==> config.mk <==
export PLATFORM = sky130hd
export DESIGN_NAME = hash_table_arbiter_flat
export DESIGN_NICKNAME = d
export VERILOG_FILES = /design/src/rtl/hash_table_arbiter_if.sv /design/src/rtl/hash_table_arbiter.sv /design/src/flat_wrapper.sv
export SDC_FILE = /design/constraint.sdc
export NUM_CORES = 1
export LEC_CHECK = 0
export CAP_MARGIN = 40
export CELL_PAD_IN_SITES_DETAIL_PLACEMENT = 1
export CELL_PAD_IN_SITES_GLOBAL_PLACEMENT = 2
export CORE_MARGIN = 3
export CORE_UTILIZATION = 13
export CTS_CLUSTER_SIZE = 10
export DETAILED_ROUTE_END_ITERATION = 7
export PLACE_DENSITY_LB_ADDON = 0.2
export SKIP_CTS_REPAIR_TIMING = 1
export SLEW_MARGIN = 20
export SYNTH_ARGS = -nofsm -noshare
export SYNTH_HDL_FRONTEND = slang
export SYNTH_SLANG_ARGS = --single-unit
==> constraint.sdc <==
create_clock -name clk -period 3.3 [get_ports clk]
set_input_delay 0.66 -clock clk [delete_from_list [all_inputs] [get_ports clk]]
set_output_delay 0.66 -clock clk [all_outputs]
set_load 0.1 [all_outputs]
==> src/rtl/hash_table_arbiter_if.sv <==
// Request/response bus between NUM_REQ clients, the arbiter and one hash-table port.
// slave = arbiter view, master = the surrounding clients and table.
interface hash_table_arbiter_if #(
   parameter int KEY_WIDTH  = 2,
   parameter int DATA_WIDTH = 32,
   parameter int NUM_REQ    = 3
);
   logic [NUM_REQ-1:0]            req_valid_i;
   logic [NUM_REQ-1:0]            req_ready_o;
   logic [3*NUM_REQ-1:0]          req_op_i;
   logic [KEY_WIDTH*NUM_REQ-1:0]  req_key_i;
   logic [DATA_WIDTH*NUM_REQ-1:0] req_data_i;

   logic                          tbl_valid_o;
   logic                          tbl_ready_i;
   logic [2:0]                    tbl_op_o;
   logic [KEY_WIDTH-1:0]          tbl_key_o;
   logic [DATA_WIDTH-1:0]         tbl_data_o;

   logic                          tbl_rsp_valid_i;
   logic                          tbl_rsp_ready_o;
   logic [DATA_WIDTH-1:0]         tbl_rsp_data_i;
   logic [3:0]                    tbl_rsp_flags_i;

   logic [NUM_REQ-1:0]            rsp_valid_o;
   logic [NUM_REQ-1:0]            rsp_ready_i;
   logic [DATA_WIDTH-1:0]         rsp_data_o;
   logic [3:0]                    rsp_flags_o;

   modport slave (
      input  req_valid_i, req_op_i, req_key_i, req_data_i, tbl_ready_i,
             tbl_rsp_valid_i, tbl_rsp_data_i, tbl_rsp_flags_i, rsp_ready_i,
      output req_ready_o, tbl_valid_o, tbl_op_o, tbl_key_o, tbl_data_o,
             tbl_rsp_ready_o, rsp_valid_o, rsp_data_o, rsp_flags_o
   );

   modport master (
      output req_valid_i, req_op_i, req_key_i, req_data_i, tbl_ready_i,
             tbl_rsp_valid_i, tbl_rsp_data_i, tbl_rsp_flags_i, rsp_ready_i,
      input  req_ready_o, tbl_valid_o, tbl_op_o, tbl_key_o, tbl_data_o,
             tbl_rsp_ready_o, rsp_valid_o, rsp_data_o, rsp_flags_o
   );
endinterface

==> src/rtl/hash_table_arbiter.sv <==
// Round-robin sharing of one hash-table port between NUM_REQ requesters; an
// in-order ID FIFO steers each table response back to the requester that issued it.
module hash_table_arbiter #(
   parameter int KEY_WIDTH     = 2,
   parameter int DATA_WIDTH    = 32,
   parameter int NUM_REQ       = 3,
   parameter int ID_FIFO_DEPTH = 4
) (
   input  logic                           clk,
   input  logic                           reset,
   hash_table_arbiter_if.slave            bus,
   output logic [$clog2(ID_FIFO_DEPTH):0] outstanding_o,
   output logic                           orphan_rsp_o
);
   localparam int IDW = $clog2(NUM_REQ);
   localparam int PW  = $clog2(ID_FIFO_DEPTH);
   localparam logic [PW:0]    FULL_CNT = (PW+1)'(ID_FIFO_DEPTH);
   localparam logic [IDW-1:0] LAST_ID  = IDW'(NUM_REQ - 1);

   typedef enum logic {S_IDLE, S_GRANT} state_t;

   state_t         r_state;
   logic [IDW-1:0] r_grant;
   logic [IDW-1:0] r_rr_ptr;
   logic [IDW-1:0] r_fifo [ID_FIFO_DEPTH];
   logic [PW-1:0]  r_wr_ptr;
   logic [PW-1:0]  r_rd_ptr;
   logic [PW:0]    r_count;
   logic           r_orphan;

   logic           w_any;
   logic [IDW-1:0] w_pick;
   logic [IDW-1:0] w_cand_id;
   int unsigned    w_cand;
   logic           w_push;
   logic           w_pop;
   logic           w_empty;
   logic [IDW-1:0] w_head;

   // First valid requester at or after the round-robin pointer, wrapping.
   always_comb begin
      w_any     = 1'b0;
      w_pick    = '0;
      w_cand    = 0;
      w_cand_id = '0;
      for (int unsigned k = 0; k < NUM_REQ; k++) begin
         w_cand    = (32'(r_rr_ptr) + k) % NUM_REQ;
         w_cand_id = IDW'(w_cand);
         if (!w_any && bus.req_valid_i[w_cand_id]) begin
            w_any  = 1'b1;
            w_pick = w_cand_id;
         end
      end
   end

   always_comb begin
      bus.tbl_valid_o = 1'b0;
      bus.req_ready_o = '0;
      if (r_state == S_GRANT) begin
         bus.tbl_valid_o          = bus.req_valid_i[r_grant];
         bus.req_ready_o[r_grant] = bus.tbl_ready_i;
      end
      bus.tbl_op_o   = bus.req_op_i[r_grant*3 +: 3];
      bus.tbl_key_o  = bus.req_key_i[r_grant*KEY_WIDTH +: KEY_WIDTH];
      bus.tbl_data_o = bus.req_data_i[r_grant*DATA_WIDTH +: DATA_WIDTH];
   end

   assign w_empty = (r_count == '0);
   assign w_head  = r_fifo[r_rd_ptr];

   always_comb begin
      bus.rsp_valid_o     = '0;
      bus.tbl_rsp_ready_o = 1'b0;
      if (!w_empty) begin
         bus.rsp_valid_o[w_head] = bus.tbl_rsp_valid_i;
         bus.tbl_rsp_ready_o     = bus.rsp_ready_i[w_head];
      end
   end

   assign bus.rsp_data_o  = bus.tbl_rsp_data_i;
   assign bus.rsp_flags_o = bus.tbl_rsp_flags_i;

   assign w_push = (r_state == S_GRANT) && bus.tbl_valid_o && bus.tbl_ready_i;
   assign w_pop  = bus.tbl_rsp_valid_i && bus.tbl_rsp_ready_o;

   // Grant decision uses the registered count, so a same-cycle pop never frees a slot early.
   always_ff @(posedge clk) begin
      if (reset) begin
         r_state  <= S_IDLE;
         r_grant  <= '0;
         r_rr_ptr <= '0;
         r_wr_ptr <= '0;
         r_rd_ptr <= '0;
         r_count  <= '0;
         r_orphan <= 1'b0;
      end else begin
         case (r_state)
            S_IDLE: begin
               if (w_any && (r_count < FULL_CNT)) begin
                  r_grant <= w_pick;
                  r_state <= S_GRANT;
               end
            end
            S_GRANT: begin
               if (w_push) begin
                  r_rr_ptr <= (r_grant == LAST_ID) ? '0 : r_grant + 1'b1;
                  r_state  <= S_IDLE;
               end
            end
            default: r_state <= S_IDLE;
         endcase

         if (w_push) begin
            r_fifo[r_wr_ptr] <= r_grant;
            r_wr_ptr         <= r_wr_ptr + 1'b1;
         end
         if (w_pop) r_rd_ptr <= r_rd_ptr + 1'b1;

         case ({w_push, w_pop})
            2'b10:   r_count <= r_count + 1'b1;
            2'b01:   r_count <= r_count - 1'b1;
            default: ;
         endcase

         if (bus.tbl_rsp_valid_i && w_empty) r_orphan <= 1'b1;
      end
   end

   assign outstanding_o = r_count;
   assign orphan_rsp_o  = r_orphan;
endmodule

==> src/flat_wrapper.sv <==
// flat-port wrapper written by rule: the top's interface ports become plain ports
module hash_table_arbiter_flat 
#(
   parameter int KEY_WIDTH     = 2,
   parameter int DATA_WIDTH    = 32,
   parameter int NUM_REQ       = 3,
   parameter int ID_FIFO_DEPTH = 4
)
  (clk, reset, outstanding_o, orphan_rsp_o, bus_req_valid_i, bus_req_op_i, bus_req_key_i, bus_req_data_i, bus_tbl_ready_i, bus_tbl_rsp_valid_i, bus_tbl_rsp_data_i, bus_tbl_rsp_flags_i, bus_rsp_ready_i, bus_req_ready_o, bus_tbl_valid_o, bus_tbl_op_o, bus_tbl_key_o, bus_tbl_data_o, bus_tbl_rsp_ready_o, bus_rsp_valid_o, bus_rsp_data_o, bus_rsp_flags_o);
  hash_table_arbiter_if #(.KEY_WIDTH(KEY_WIDTH), .DATA_WIDTH(DATA_WIDTH), .NUM_REQ(NUM_REQ)) bus_i ();
  input  logic clk;
  input  logic reset;
  output logic [$clog2(ID_FIFO_DEPTH):0] outstanding_o;
  output logic orphan_rsp_o;
  input wire logic [$bits(bus_i.req_valid_i)-1:0] bus_req_valid_i;
  input wire logic [$bits(bus_i.req_op_i)-1:0] bus_req_op_i;
  input wire logic [$bits(bus_i.req_key_i)-1:0] bus_req_key_i;
  input wire logic [$bits(bus_i.req_data_i)-1:0] bus_req_data_i;
  input wire logic [$bits(bus_i.tbl_ready_i)-1:0] bus_tbl_ready_i;
  input wire logic [$bits(bus_i.tbl_rsp_valid_i)-1:0] bus_tbl_rsp_valid_i;
  input wire logic [$bits(bus_i.tbl_rsp_data_i)-1:0] bus_tbl_rsp_data_i;
  input wire logic [$bits(bus_i.tbl_rsp_flags_i)-1:0] bus_tbl_rsp_flags_i;
  input wire logic [$bits(bus_i.rsp_ready_i)-1:0] bus_rsp_ready_i;
  output wire logic [$bits(bus_i.req_ready_o)-1:0] bus_req_ready_o;
  output wire logic [$bits(bus_i.tbl_valid_o)-1:0] bus_tbl_valid_o;
  output wire logic [$bits(bus_i.tbl_op_o)-1:0] bus_tbl_op_o;
  output wire logic [$bits(bus_i.tbl_key_o)-1:0] bus_tbl_key_o;
  output wire logic [$bits(bus_i.tbl_data_o)-1:0] bus_tbl_data_o;
  output wire logic [$bits(bus_i.tbl_rsp_ready_o)-1:0] bus_tbl_rsp_ready_o;
  output wire logic [$bits(bus_i.rsp_valid_o)-1:0] bus_rsp_valid_o;
  output wire logic [$bits(bus_i.rsp_data_o)-1:0] bus_rsp_data_o;
  output wire logic [$bits(bus_i.rsp_flags_o)-1:0] bus_rsp_flags_o;
  assign bus_i.req_valid_i = bus_req_valid_i;
  assign bus_i.req_op_i = bus_req_op_i;
  assign bus_i.req_key_i = bus_req_key_i;
  assign bus_i.req_data_i = bus_req_data_i;
  assign bus_i.tbl_ready_i = bus_tbl_ready_i;
  assign bus_i.tbl_rsp_valid_i = bus_tbl_rsp_valid_i;
  assign bus_i.tbl_rsp_data_i = bus_tbl_rsp_data_i;
  assign bus_i.tbl_rsp_flags_i = bus_tbl_rsp_flags_i;
  assign bus_i.rsp_ready_i = bus_rsp_ready_i;
  assign bus_req_ready_o = bus_i.req_ready_o;
  assign bus_tbl_valid_o = bus_i.tbl_valid_o;
  assign bus_tbl_op_o = bus_i.tbl_op_o;
  assign bus_tbl_key_o = bus_i.tbl_key_o;
  assign bus_tbl_data_o = bus_i.tbl_data_o;
  assign bus_tbl_rsp_ready_o = bus_i.tbl_rsp_ready_o;
  assign bus_rsp_valid_o = bus_i.rsp_valid_o;
  assign bus_rsp_data_o = bus_i.rsp_data_o;
  assign bus_rsp_flags_o = bus_i.rsp_flags_o;
  hash_table_arbiter #(.KEY_WIDTH(KEY_WIDTH), .DATA_WIDTH(DATA_WIDTH), .NUM_REQ(NUM_REQ), .ID_FIFO_DEPTH(ID_FIFO_DEPTH)) u_core (.clk(clk), .reset(reset), .bus(bus_i), .outstanding_o(outstanding_o), .orphan_rsp_o(orphan_rsp_o));
endmodule
==> results of run 1 <==
## area by class of cell
cell class / instances / area (µm²)
Fill cell: 2008 / 12860
Clock buffer: 4 / 78.83
Sequential cell: 23 / 543.0
Tap cell: 225 / 281.5
Multi-Input combinational cell: 209 / 1439
Timing Repair Buffer: 175 / 2165
Inverter: 13 / 48.80
## worst max-delay path, stage by stage
cell	delay (ps)
clkdlybuf4s50_1	500
o31ai_1	140
or2_4	300
o32ai_2	200
ha_1	250
inv_1	60
fa_1	370
xor2_1	160
or3_1	310
a21oi_1	130
## routing by layer
metal / GRT usage, % / up-vias / part of all wire [%]
li1: - / 1238 / -
met1: 9.765 / 1147 / 36
met2: 18.18 / 121 / 50
met3: 6.151 / 2 / 14
met4: 0.9179 / 0 / 0.32
met5: 0 / - / 0
## sequential cells by signal, indices dropped and copies added, names as in the netlist, named ones only
signal / count
u_core.outstanding_o: 3
u_core.orphan_rsp_o: 1
u_core.r_rr_ptr: 2
u_core.r_wr_ptr: 2
u_core.r_state: 1
u_core.r_fifo: 8
u_core.r_rd_ptr: 2
u_core.r_grant: 2
## cells in the final DEF, fill, tap and decap left out, types with 2 or more instances in the layout
| cell | n |
|---|---|
| a21oi_1 | 10 |
| and2_1 | 5 |
| buf_12 | 44 |
| buf_4 | 11 |
| clkbuf_16 | 3 |
| clkdlybuf4s50_1 | 120 |
| dfxtp_1 | 13 |
| dfxtp_2 | 2 |
| edfxtp_1 | 8 |
| ha_1 | 9 |
| inv_1 | 13 |
| mux2i_1 | 43 |
| mux4_2 | 2 |
| nand2_1 | 43 |
| nand2b_1 | 4 |
| nand3_1 | 3 |
| nor2_1 | 15 |
| nor2_2 | 2 |
| nor2b_1 | 2 |
| nor3_2 | 3 |
| o21ai_0 | 2 |
| o21ai_1 | 37 |
| o22ai_1 | 2 |
| or3_1 | 2 |
| xnor2_1 | 2 |
| xor2_1 | 2 |
## final timing paths
kind | start | to | slack [ps] | cells past startpoint
max | bus_tbl_rsp_valid_i | u_core.outstanding_o[2] | 400 | 10
min | u_core.orphan_rsp_o | u_core.orphan_rsp_o | 490 | 2
max reg2reg | flip-flop | u_core.outstanding_o[2] | 500 | 9
min reg2reg | u_core.orphan_rsp_o | u_core.orphan_rsp_o | 490 | 2
## through the flow
step	util (%)	power, mW	worst slack, ps	hold slack (ps)
after floorplan	-	1.687	4.967	454.8
after global placement	25.70	2.257	208.9	471.3
after detailed placement	25.70	2.266	115.5	487.7
after CTS	26.16	2.527	364.2	505.8
after global routing	26.16	2.586	228.1	555.8
final	26.16	2.487	395.6	494.8
## power breakdown
part           internal (mW)  switching, mW  leakage, nW
registers              0.312         0.0225        0.196
logic                  0.681           1.21         1.45
clock network          0.165         0.0947       0.0382
total                   1.16           1.33         1.69
## logic make-up after synthesis
kind of cell               synth area share, %
muxes                                    20.89
DFF                                      23.20
xor gates and xnor gates                 1.504
and+or+nand+nor                          17.51
adders and majority gates                5.693
AOI/OAI and AO/OA                        14.98
buffers and inverters                    16.22
==> impl_summary.log, run 1 <==
[metrics] Period Utilization, post-route: 88.01%
[metrics] die width: 139.9 µm
[metrics] Final #Nets: 592
[metrics] overall die area: 19,560 µm²
[metrics] number of non-filler instances in the completed layout: 649
[metrics] GRT overflow: 0
[metrics] WP data arrival: 3090 ps
[metrics] number of global-route vias before repair: 2,859
[metrics] ratio of total power to cell area: 545.9 nW/µm²
[metrics] clock latency of the later-clocked register in the worst-skew pair: 250 ps
[metrics] number of different library cells in the post-synthesis netlist: 42
[metrics] # clock sinks: 23
[metrics] number of core rows: 48
[metrics] final antenna diode count: 0
[metrics] minimum clock period after layout: 2904 ps
[metrics] type of destination of the critical path: flip-flop
[metrics] antenna violations before repair: 0
[metrics] drt via density: 3.864
[metrics] DRC viols: 0
[metrics] most instantiated flip-flop cell in the synthesis netlist: dfxtp_1
[metrics] final antenna-violating net count: 0
[metrics] critical-path maximum fanout: 4
[metrics] number of flops mapped to enable cells by yosys: 8
[metrics] CTS max path bufs: 2
[metrics] Non-Filler Cell Area, Final: 4556 µm²
[metrics] max-slew headroom at the worst pin: 62.60%
[metrics] mapped cell area: 2330 µm²
[metrics] data required time at the worst endpoint: 3490 ps
[metrics] GRT Overall Usage: 9.870%
[metrics] Final Hold Fails: 0
[metrics] class of the tightest hold or removal check: flip-flop to flip-flop
[metrics] core area: 17,420 µm²
[metrics] global-route wire length before repair: 15,570 µm
[metrics] max-capacitance violation count: 0
[metrics] number of nets in the synthesized netlist: 463
[metrics] worst clock skew on the final layout: 2.423 ps
[metrics] Commonest cells post-synth: mux2i_1, nand2_1, o21ai_0
[metrics] fraction of final layout cells with drive strength greater than 1: 17.69%
[metrics] Seq/Total Area, Yosys: 23.20%
[metrics] via count: 2,508
[metrics] top cell type by total area after synthesis: mux2i_1
[metrics] Yosys top cell area share: 18.47%
[metrics] post-synthesis sequential element count: 23
[metrics] detailed-router iteration count before antenna repair: 4
[metrics] DRC violation total after the first TritonRoute iteration: 56
[metrics] quantity of I/O buffers inserted on ports: 169
[metrics] Max Fclk: 0.3443 GHz
[metrics] setup_tns: 0 ps
[metrics] proportion of register bits with asynchronous set or reset after synthesis: 0%
[metrics] total leakage power: 1.688 nW
[metrics] CTS buffer count: 3
[metrics] routability congestion estimate: 0.7494
[metrics] maximum ir drop on the vdd rail: 0.3068 mV
[metrics] number of top-level design ports: 242
[metrics] Vert. Die Dim: 139.9 µm
[metrics] clock-pin slew of the registers on the worst-case setup and hold paths: 60 ps
[metrics] DRT Wirelength: 10,280 µm
[metrics] pin count of the biggest net entering global routing: 42
[metrics] Yosys warning count: 0
[metrics] Least-Margin Pin Slew: 556.2 ps
[metrics] synthesized area per cell: 7.871 µm²
[metrics] effective utilization at floorplan: 13.38%
[metrics] cells taking the most area after synthesis: mux2i_1, dfxtp_1, buf_4
[metrics] placed inst area: 4477 µm²
[metrics] RSZ-0062 raised after global routing: no
[metrics] Avg WL per Cell: 15.84 µm
[metrics] Detail Placement HPWL: 8696 µm
[metrics] WS Path Type: input pin to flip-flop
[metrics] type of element launching the critical path: input pin
[metrics] CTS tree: built
[metrics] layout overhead on the synthesized area: 95.54%
[metrics] number of H-tree branching levels: 1
[metrics] instance count of the mapped netlist: 296
[metrics] setup violation total in the final timing report: 0
[metrics] Final Slew Violations: 0
[metrics] run status: complete, no violations
[metrics] placed instance count: 645
[metrics] Root Buffer Master: clkbuf_16
Power figures use the tool's default switching activity.
==> run 2, diff against run 1 <==
- SKIP_CTS_REPAIR_TIMING: 1 -> default
- SKIP_LAST_GASP: default -> 1
==> results of run 2 <==
Final layout, timing and power as in run 1 (identical DEF).
==> run 3, diff against run 2 <==
- CAP_MARGIN: 40 -> 20
- CORE_ASPECT_RATIO: default -> 0.8
==> run 3 against run 2 <==
Against the previous run:
- register-to-register slack about the same
- global-route usage up 0.24 points
- non-clock buffer count fell by 1
- first-iteration DRC count grew 18%
- sequential share of layout area hardly changed
- hold slack lost 3.9 ps
- final area increased by 0.41%
- critical endpoint unchanged
- largest cell class unchanged
- highest routed layer unchanged
==> impl_summary.log, run 3 (same netlist as run 1, synthesis figures left out) <==
[metrics] maximum ir drop on the vdd rail: 0.2722 mV (-11%)
[metrics] number of flip-flops in the largest register: 8 (unchanged)
[metrics] Max Fclk: 0.3454 GHz (+0.33%)
[metrics] core area: 17,430 µm² (about the same)
[metrics] post-cts sizing count: 0
[metrics] effective utilization at floorplan: 13.36% (about the same)
[metrics] placed instance count: 644 (-0.16%)
[metrics] Period Utilization, post-route: 87.72% (-0.29 points)
[metrics] class of the tightest hold or removal check: flip-flop to flip-flop
[metrics] DRC viols: 0 (unchanged)
[metrics] DRT Wirelength: 10,250 µm (-0.24%)
[metrics] pin count of the biggest net entering global routing: 46 (+9.5%)
[metrics] number of global-route vias before repair: 2,838 (-0.73%)
[metrics] fraction of final layout cells with drive strength greater than 1: 17.73% (+0.042 points)
[metrics] run status: complete, no violations
[metrics] portion of total power attributed to sequential cells: 13.7% (+0.2 points)
[metrics] post-layout utilization of the core: 26.24% (+0.085 points)
[metrics] fraction of met1 tracks used by global routing: 12.01% (+2.2 points)
[metrics] GRT overflow: 0 (unchanged)
[metrics] GRT Overall Usage: 10.11% (+0.24 points)
[metrics] delay of the slowest cell on the worst path: 480 ps (-20 ps)
[metrics] routing usage on met3: 3.504% (-2.6 points)
[metrics] max-slew headroom at the worst pin: 60.56% (-2.0 points)
[metrics] antenna violations before repair: 0 (unchanged)
[metrics] drt via density: 3.798 (-1.7%)
[metrics] final antenna-violating net count: 0 (unchanged)
[metrics] global routing met2 resource utilization: 18.14% (-0.039 points)
[metrics] slowest cell on the critical path: clkdlybuf4s50_1
[metrics] overall die area: 19,570 µm² (about the same)
[metrics] multi-input combinational cell area: 1439 µm² (unchanged)
[metrics] Logic pwr share: 75.9% (-0.2 points)
[metrics] Sw Share: 53.52% (+0.063 points)
[metrics] Vert. Die Dim: 125.7 µm (-10%)
[metrics] clock-pin slew of the registers on the worst-case setup and hold paths: 60 ps (about the same)
[metrics] quantity of I/O buffers inserted on ports: 169 (unchanged)
[metrics] # clock sinks: 23 (unchanged)
[metrics] number of core rows: 43 (-10%)
[metrics] WP data arrival: 3080 ps (about the same)
[metrics] Avg WL per Cell: 15.82 µm (about the same)
[metrics] minimum clock period after layout: 2895 ps (-9.584 ps)
[metrics] Root Buffer Master: clkbuf_16
[metrics] type of element launching the critical path: input pin
[metrics] clock latency of the later-clocked register in the worst-skew pair: 250 ps (about the same)
[metrics] worst clock skew on the final layout: 2.435 ps (+0.01219 ps)
[metrics] internal power component: 1.159 mW (+0.15%)
[metrics] number of H-tree branching levels: 1 (unchanged)
[metrics] Detail Placement HPWL: 8353 µm (-4.0%)
[metrics] count of filler cells inserted in the layout: 2,009 (+0.050%)
[metrics] WS Path Type: input pin to flip-flop
[metrics] ratio of total power to cell area: 545.2 nW/µm² (-0.13%)
[metrics] Final #Nets: 591 (-0.17%)
[metrics] die width: 155.7 µm (+11%)
[metrics] setup_tns: 0 ps (unchanged)
[metrics] Hold Buf Count CTS: 0
[metrics] Cell Chain, Critical Path: clkdlybuf4s50_1 -> o31ai_1 -> or2_4 -> o32ai_2 -> ha_1 -> inv_1 -> fa_1 -> xor2_1 -> or3_1 -> a21oi_1
[metrics] data required time at the worst endpoint: 3490 ps (about the same)
[metrics] Final Slew Violations: 0 (unchanged)
[metrics] RSZ-0062 raised after global routing: no
[metrics] detailed-router iteration count before antenna repair: 4 (unchanged)
[metrics] routability congestion estimate: 0.7230 (-3.5%)
[metrics] critical-path maximum fanout: 4 (unchanged)
[metrics] type of destination of the critical path: flip-flop
[metrics] register with the highest flop count: u_core.r_fifo
[metrics] CTS max path bufs: 2 (unchanged)
[metrics] most frequent cells in the layout: clkdlybuf4s50_1, buf_12, mux2i_1, nand2_1, o21ai_1
[metrics] layout overhead on the synthesized area: 96.35%
[metrics] CTS buffer count: 3 (unchanged)
[metrics] max-capacitance violation count: 0 (unchanged)
[metrics] number of non-filler instances in the completed layout: 648 (-0.15%)
[metrics] number of top-level design ports: 242 (unchanged)
[metrics] DRC violation total after the first TritonRoute iteration: 66 (+18%)
[metrics] most frequent standard cell in the layout excluding fill and tap cells: clkdlybuf4s50_1
[metrics] CTS tree: built
[metrics] number of buffers inserted to repair setup after CTS: 0
[metrics] global-route wire length before repair: 15,790 µm (+1.4%)
[metrics] final antenna diode count: 0 (unchanged)
[metrics] register area: 543.0 µm² (unchanged)
[metrics] setup violation total in the final timing report: 0 (unchanged)
[metrics] share of total power in the clock network: 10.5% (about the same)
[metrics] total leakage power: 1.692 nW (+0.21%)
[metrics] reported net switching power: 1.335 mW (+0.40%)
[metrics] Least-Margin Pin Slew: 586.6 ps (+30.43 ps)
[metrics] internal reg-to-reg setup slack: 490 ps (about the same)
[metrics] busiest layer in global routing: met2
[metrics] via count: 2,461 (-1.9%)
[metrics] Final Hold Fails: 0 (unchanged)
run 3: final cells by class:
type                            count  share of cell area [%]
Sequential cell                    23                   11.87
Inverter                           13                   1.067
Timing Repair Buffer              174                   47.70
Tap cell                          225                   6.154
Clock inverter                      1                  0.1094
Multi-Input combinational cell    209                   31.46
Clock buffer                        3                   1.641
run 3: final timing paths:
check / from / endpoint / cells after the start
hold / removal: u_core.orphan_rsp_o / u_core.orphan_rsp_o / 2
hold reg to reg: u_core.orphan_rsp_o / u_core.orphan_rsp_o / 2
setup / recovery: bus_tbl_rsp_valid_i / u_core.outstanding_o[2] / 10
setup reg to reg: flip-flop / u_core.outstanding_o[2] / 9
run 3: power by group through the flow:
stage / Combinational (mW) / Sequential [mW] / Clock (mW)
6_report: 1.89 / 0.341 / 0.261
5_1_grt: 1.97 / 0.345 / 0.289
4_1_cts: 1.92 / 0.342 / 0.273
3_5_place_dp: 1.91 / 0.348 / 0
3_3_place_gp: 1.91 / 0.348 / 0
2_1_floorplan: 1.33 / 0.355 / 0
run 3: critical path: cells and delay by family:
family	cells	cell delay, ps
AND/OR/NAND/NOR	2	610
buffers and inverters	2	540
XOR/XNOR	1	160
adder cells (fa/ha/maj)	2	620
AO/OA/AOI/OAI	3	480
run 3: routing by layer:
metal,vias to the layer above,wire length (µm),part of all wire [%]
met2,80,5163,50
met5,-,0,0
met4,0,46,0.45
met3,10,734,7.2
li1,1232,-,-
met1,1139,4310,42
run 3: stage by stage:
| stage | setup slack (ps) | hold slack [ps] | power [mW] | cell area [µm²] |
|---|---|---|---|---|
| final | 405.2 | 490.9 | 2.494 | 4574 |
| after global routing | 312.5 | 522.7 | 2.603 | 4574 |
| after CTS | 389.2 | 503.2 | 2.533 | 4574 |
| after detailed placement | 113.4 | 485.1 | 2.260 | 4494 |
| after global placement | 194.9 | 481.5 | 2.259 | 4494 |
| after floorplan | 4.967 | 454.8 | 1.687 | 2350 |
